===== config.mk =====
export PLATFORM = sky130hd
export DESIGN_NAME = serial_adder
export DESIGN_NICKNAME = d
export VERILOG_FILES = /design/src/rtl/serial_adder.sv
export SDC_FILE = /design/constraint.sdc
export NUM_CORES = 1
export LEC_CHECK = 0
export ABC_AREA = 1
export CORE_MARGIN = 2
export CORE_UTILIZATION = 32
export DETAILED_ROUTE_END_ITERATION = 16
export HOLD_SLACK_MARGIN = 0.12
export PLACE_DENSITY_LB_ADDON = 0.2
export SYNTH_ARGS = -nofsm -noshare
export SYNTH_HDL_FRONTEND = slang
export SYNTH_SLANG_ARGS = --single-unit

===== constraint.sdc =====
create_clock -name clk -period 1.8 [get_ports clk]
set_input_delay 0.54 -clock clk [delete_from_list [all_inputs] [get_ports clk]]
set_output_delay 0.54 -clock clk [all_outputs]
set_load 0.02 [all_outputs]

===== src/rtl/serial_adder.sv =====
// serial_adder: bit-serial adder, one full-adder cell plus carry flop, LSB-first.
// Latency: WIDTH cycles from the accepting edge to the done pulse; one result per WIDTH+1 cycles.
// Backpressure: start is accepted only in IDLE or DONE and ignored (not queued) while busy.
// Optional macro SERIAL_ADDER_SUB_EN compiles in subtract mode (A - B via ~B and carry-in 1).
module serial_adder #(
  parameter int WIDTH = 8
) (
  input  logic             clk,
  input  logic             reset,
  input  logic             start,
  input  logic [WIDTH-1:0] A,
  input  logic [WIDTH-1:0] B,
  input  logic             Cin,
  input  logic             sub,
  output logic             busy,
  output logic             done,
  output logic [WIDTH-1:0] Sum,
  output logic             Cout,
  output logic             Ovf
);

  localparam int CW = (WIDTH > 2) ? $clog2(WIDTH) : 1;

  typedef enum logic [1:0] {
    IDLE = 2'd0,
    RUN  = 2'd1,
    DONE = 2'd2
  } state_t;

  state_t           state_q, state_d;
  logic [WIDTH-1:0] a_sh_q, a_sh_d;
  logic [WIDTH-1:0] b_sh_q, b_sh_d;
  // Holds the WIDTH-1 bits produced so far; the MSB is merged in on the final cycle.
  logic [WIDTH-2:0] res_q, res_d;
  logic [WIDTH-1:0] sum_q, sum_d;
  logic             carry_q, carry_d;
  logic             cout_q, cout_d;
  logic             ovf_q, ovf_d;
  logic [CW-1:0]    cnt_q, cnt_d;

  logic [WIDTH-1:0] b_load;
  logic             c_load;
  logic             bit_s;
  logic             maj_s;
  logic             last_s;
  logic [WIDTH-1:0] res_ext;

`ifdef SERIAL_ADDER_SUB_EN
  // Subtraction is A + ~B + 1; Cin is overridden when sub is set.
  assign b_load = sub ? ~B : B;
  assign c_load = sub ? 1'b1 : Cin;
`else
  logic sub_unused;
  assign sub_unused = sub;
  assign b_load     = B;
  assign c_load     = Cin;
`endif

  // Full-adder cell on the current LSBs.
  assign bit_s   = a_sh_q[0] ^ b_sh_q[0] ^ carry_q;
  assign maj_s   = (a_sh_q[0] & b_sh_q[0]) | (a_sh_q[0] & carry_q) | (b_sh_q[0] & carry_q);
  assign last_s  = (cnt_q == CW'(WIDTH - 1));
  assign res_ext = {bit_s, res_q};

  // Next-state and datapath: load on accept, shift one bit per RUN cycle, publish on the last.
  always_comb begin
    state_d = state_q;
    a_sh_d  = a_sh_q;
    b_sh_d  = b_sh_q;
    res_d   = res_q;
    sum_d   = sum_q;
    carry_d = carry_q;
    cout_d  = cout_q;
    ovf_d   = ovf_q;
    cnt_d   = cnt_q;
    case (state_q)
      IDLE, DONE: begin
        if (start) begin
          a_sh_d  = A;
          b_sh_d  = b_load;
          carry_d = c_load;
          cnt_d   = '0;
          state_d = RUN;
        end else begin
          state_d = IDLE;
        end
      end
      RUN: begin
        res_d   = res_ext[WIDTH-1:1];
        carry_d = maj_s;
        a_sh_d  = a_sh_q >> 1;
        b_sh_d  = b_sh_q >> 1;
        cnt_d   = cnt_q + CW'(1);
        if (last_s) begin
          // On the MSB cycle carry_q is the carry into the MSB, so overflow needs no extra flop.
          sum_d   = res_ext;
          cout_d  = maj_s;
          ovf_d   = carry_q ^ maj_s;
          cnt_d   = '0;
          state_d = DONE;
        end
      end
      default: state_d = IDLE;
    endcase
  end

  // State and datapath registers with synchronous reset.
  always_ff @(posedge clk) begin
    if (reset) begin
      state_q <= IDLE;
      a_sh_q  <= '0;
      b_sh_q  <= '0;
      res_q   <= '0;
      sum_q   <= '0;
      carry_q <= 1'b0;
      cout_q  <= 1'b0;
      ovf_q   <= 1'b0;
      cnt_q   <= '0;
    end else begin
      state_q <= state_d;
      a_sh_q  <= a_sh_d;
      b_sh_q  <= b_sh_d;
      res_q   <= res_d;
      sum_q   <= sum_d;
      carry_q <= carry_d;
      cout_q  <= cout_d;
      ovf_q   <= ovf_d;
      cnt_q   <= cnt_d;
    end
  end

  assign busy = (state_q == RUN);
  assign done = (state_q == DONE);
  assign Sum  = sum_q;
  assign Cout = cout_q;
  assign Ovf  = ovf_q;

endmodule


==> Word-level counts from Yosys, hierarchy flattened <==
Index checks and enable logic that the tools add are counted.
{ "totals": {"ff_bits": 39, "output_inout_bits": 12, "word_cells": 40} }
{ "op_classes": {"add_sub_neg": 1, "n_eq_ne": 5, "muxes": 12, "bitwise_logic": 8, "n_reduce_logical": 5} }
{ "op_table": {"columns": ["operator", "count"], "rows": [
  ["8-bit one-hot mux with 2 select lines", 2],
  ["8-bit 2-to-1 mux", 2],
  ["3-bit 2-to-1 mux", 2],
  ["3-bit one-hot mux with 2 select lines", 1],
  ["2-bit one-hot mux with 2 select lines", 1],
  ["2-bit AND reduction", 2],
  ["3-bit by 1-bit adder with 3-bit output (second input constant)", 1],
  ["1-bit AND", 3],
  ["3-bit equality test (second input constant)", 1],
  ["1-bit XOR", 3],
  ["2-bit by 1-bit equality test with 1-bit output (second input constant)", 1],
  ["2-bit equality test (second input constant)", 1],
  ["2-bit logical NOT", 1],
  ["1-bit 2-to-1 mux", 2],
  ["2-bit 2-to-1 mux", 1],
  ["2-bit by 1-bit inequality test with 1-bit output (second input constant)", 1],
  ["2-bit inequality test (second input constant)", 1],
  ["1-bit OR", 2],
  ["1-bit one-hot mux with 2 select lines", 1],
  ["2-bit nonzero test", 1],
  ["2-bit OR reduction", 1]
]} }

==> Logic depth before layout (Yosys ltp) <==
{ "logic_depth": {"ltp_word": 4, "depth_mapped": 7, "ltp_nobuf": 7} }

==> Worst setup path after synthesis <==
OpenSTA, ideal clock, no wires.
{ "synth_timing": {"kind": "reg-to-output", "start": "register state_q[1]", "end": "output port done", "t_arrival_ps": 903, "slack_ps": 357, "path_stages_with_launch": 4, "path_cell_list": "dfxtp_1 > inv_2 > buf_2 > nor2_1"} }
{ "synth_between": {"elab_chain_cells": 1} }
{ "synth_lines": {"columns": ["element", "line_no", "source"], "rows": [
  ["start, declared", "30", "state_t state_q, state_d;"],
  ["start signal, assigned", "120", "state_q <= state_d;"],
  ["2-bit equality test", "133", "assign done = (state_q == DONE);"],
  ["end, declared", "16", "output logic done,"]
]} }
No other way between the ends.

==> Worst setup path after layout <==
{ "layout_timing": {"start": "register ovf_q, in the netlist Ovf", "end": "output port Ovf"} }
{ "layout_lines": {"columns": ["element", "line_no", "source"], "rows": [
  ["start, declared", "38", "logic ovf_q, ovf_d;"],
  ["start signal, assigned", "127", "ovf_q <= ovf_d;"],
  ["end, declared", "19", "output logic Ovf"]
]} }
No word-level cell between the ends.

==> results.yml <==
outcome:
  status: "finished, final reports clean"
drt:
  vias: 1672
  dr.pass1.iters: 4
  first_iter_violations: 80
  drc: 0
  drt-vias-per-instance: 4.531
  wl_per_cell_um: 10.85
  ant_nets: 0
  wirelength_um: 4003
place:
  post-dp-hpwl_um: 2822
  postPlaceCellArea_um2: 2265
  place_inst: 361
  gp_congestion: 0.7698
  port_buffers: 31
logic_synthesis:
  synth_flop_cell: "dfxtp_1"
  yosysMostFrequentCell: "nand2_1"
  synth_edf_count: 0
  ys_seq_area_share_pct: 42.54
  synthArstFlopShare_pct: 0
  yosysWarnings: 0
  avgSynthCellArea_um2: 7.060
  synth_top_area_share_pct: 42.54
  ys_types: 21
  syn_nets: 284
  synth_commonest_cells: "46 x nand2_1, 42 x nand3_1, 39 x dfxtp_1"
  ys_seq_elements: 39
  synth_area_leader_cell: "dfxtp_1"
  ys_top_cells_by_area: "dfxtp_1 43%, nand3_1 11%, nand2_1 9.4%"
  synth.cell_area_um2: 1836
  synth_cells: 260
floorplan:
  die_h_um: 79.74
  die_area_um2: 6358
  rows: 27
  initial_core_util_pct: 33.33
  core_um2: 5507
  top_level_ports: 33
  die_w_um: 79.74
clocking:
  cts_buffers: 5
  cts_root_buffer: "clkbuf_8"
  htree_levels: 2
  path_clk_slew_ns: 0.07
  postCtsSetupBuffers: 0
  cts_tree: "yes"
  cts-hold-fix-buffers: 0
  cts.sinks: 39
  cts.path.max_buffers: 2
  clock_latency_ns: 0.29
finish:
  syn_to_final_growth_pct: 29.93
  drive_above_1_share_pct: 8.754
  fin_nets: 320
  postLayoutCellArea_um2: 2385
  fin_cells: 369
  fill_cells: 575
  n_antenna_cell: 0
critical_path:
  crit_slowest_cell: "clkdlybuf4s50_1"
  r2r-end: "Ovf$_SDFFE_PP0P_"
  crit_required_ns: 1.26
  max_stage_delay_ns: 0.60
  worstPathMaxFanout: 2
  r2r_start: "state_q[0]$_SDFFE_PP0P_"
  r2r_setup_slack_ns: 0.31
  crit_chain: "clkdlybuf4s50_1"
  crit_type: "reg -> out"
  ff2ff_path_depth: 6
  critPathArrivalTime_ns: 1.22
  startpoint_type: "flop"
  crit_path_end_kind: "output pin"
  worst-path-buf-inv: 1
  path_delay_family: "buffers and inverters"
flow_run:
  cap_viol_max_count: 0
timing:
  tightestPinTransition_ns: 0.3407
  grt_setup_unrepaired: "no"
  finalMaxSlewViolations: 0
  clock_skew_ns: 0.003100
  period_needed_ns: 1.755
  slew_headroom_pct: 77.23
  hold_viol: 0
  finalSetupViolCount: 0
  fin_crit_sh_pct: 97.51
  fin_tns_setup_ns: 0
  max_freq_ghz: 0.5697
power_and_ir_drop:
  leakage_nw: 1.242
  vdd_drop_max_v: 0.0003325
  p_per_area_nw_per_um2: 814.9
global_route:
  grt_usage_pct: 14.21
  grt_pass1_wl_um: 7113
  grt-ovfl-total: 0
  grt_pass1_vias: 1602
  antenna_found_initial: 0
  grt_max_degree: 32
worst_hold_path:
  hold_class: "reg -> reg"
  min_path_cells: 2
  hold_end: "Sum[6]$_SDFFE_PP0P_"
  hold_start: "Sum[6]$_SDFFE_PP0P_"
==> flip-flops by register name (all words and copies together), names as in the netlist <==
signal   flops
Sum          8
a_sh_q       8
b_sh_q       8
res_q        7
cnt_q        3
state_q      2
Cout         1
Ovf          1
carry_q      1
==> cell type report <==
cell class                      instances  area [um^2]  share of cell area (%)
Timing Repair Buffer                   46        480.5                   20.15
Sequential cell                        39        780.7                   32.74
Inverter                               40        150.1                   6.296
Multi-Input combinational cell        164        783.3                   32.84
Clock buffer                            8        100.1                   4.197
Tap cell                               72        90.09                   3.778
==> logic make-up (layout without fill, tap and decap cells) <==
family / count (synthesis) / after routing / synth area share, %
XOR/XNOR: 1 / 1 / 0.4773
AO/OA/AOI/OAI: 25 / 25 / 6.816
buffers and inverters: 57 / 94 / 14.79
AND/OR/NAND/NOR: 135 / 135 / 32.92
adder cells (fa/ha/maj): 3 / 3 / 2.454
flip-flops: 39 / 39 / 42.54
==> how the worst max path moves through the flow <==
stage,startpoint,to,slack [ns],depth (start not counted)
2_1_floorplan,state_q[1]$_SDFFE_PP0P_,done,0.36,3
3_3_place_gp,start,b_sh_q[6]$_SDFFE_PP0P_,0.06,5
3_5_place_dp,start,b_sh_q[6]$_SDFFE_PP0P_,0.04,5
4_1_cts,Cout$_SDFFE_PP0P_,Cout,0.01,1
5_1_grt,Ovf$_SDFFE_PP0P_,Ovf,0.008,1
6_report,Ovf$_SDFFE_PP0P_,Ovf,0.04,1
==> routing by layer <==
metal / track usage [%] / up-vias / wire (um)
met4: 5.763 / 0 / 34
met2: 21.76 / 36 / 1803
met3: 3.846 / 2 / 195
li1: - / 881 / -
met1: 18.90 / 753 / 1970
met5: 0 / - / 0
==> what timing repair did <==
item,4_1_cts,5_1_grt
gates resized for setup,2,9
pin swaps,0,0
endpoints found under the setup margin,2,9
==> cell usage in the layout, fill, tap and decap left out <==
master / n
nor2_1: 27
inv_2: 2
clkbuf_1: 1
dlymetal6s2s_1: 9
clkbuf_8: 7
nand3_1: 42
nor3_1: 15
clkdlybuf4s50_1: 20
inv_1: 37
buf_4: 12
xor2_1: 1
ha_1: 2
nand2_1: 46
nand3b_1: 3
nor2_4: 1
clkinv_1: 1
nand2_4: 1
dlygate4sd2_1: 2
o21ai_1: 3
buf_12: 3
fa_1: 1
o21ai_0: 7
dfxtp_1: 39
a21oi_1: 15
==> per-stage QoR <==
step	util, %	power (W)	hold slack, ns	setup WS (ns)
finish	43.31	0.001943	0.4573	0.04474
global route	43.31	0.002071	0.4901	0.008305
CTS	42.90	0.001973	0.4640	0.01043
detailed placement	41.13	0.001321	0.4529	0.03660
global placement	41.13	0.001317	0.4508	0.06422
floorplan	-	0.001200	0.4406	0.3572
==> power by group <==
| group | total [W] | internal, W | switching [W] |
|---|---|---|---|
| registers | 0.000946 | 0.000921 | 0.0000255 |
| logic | 0.000349 | 0.000162 | 0.000186 |
| clock network | 0.000648 | 0.000350 | 0.000299 |
| total | 0.00194 | 0.00143 | 0.000511 |
No activity file was read; power rests on OpenSTA's default activity.
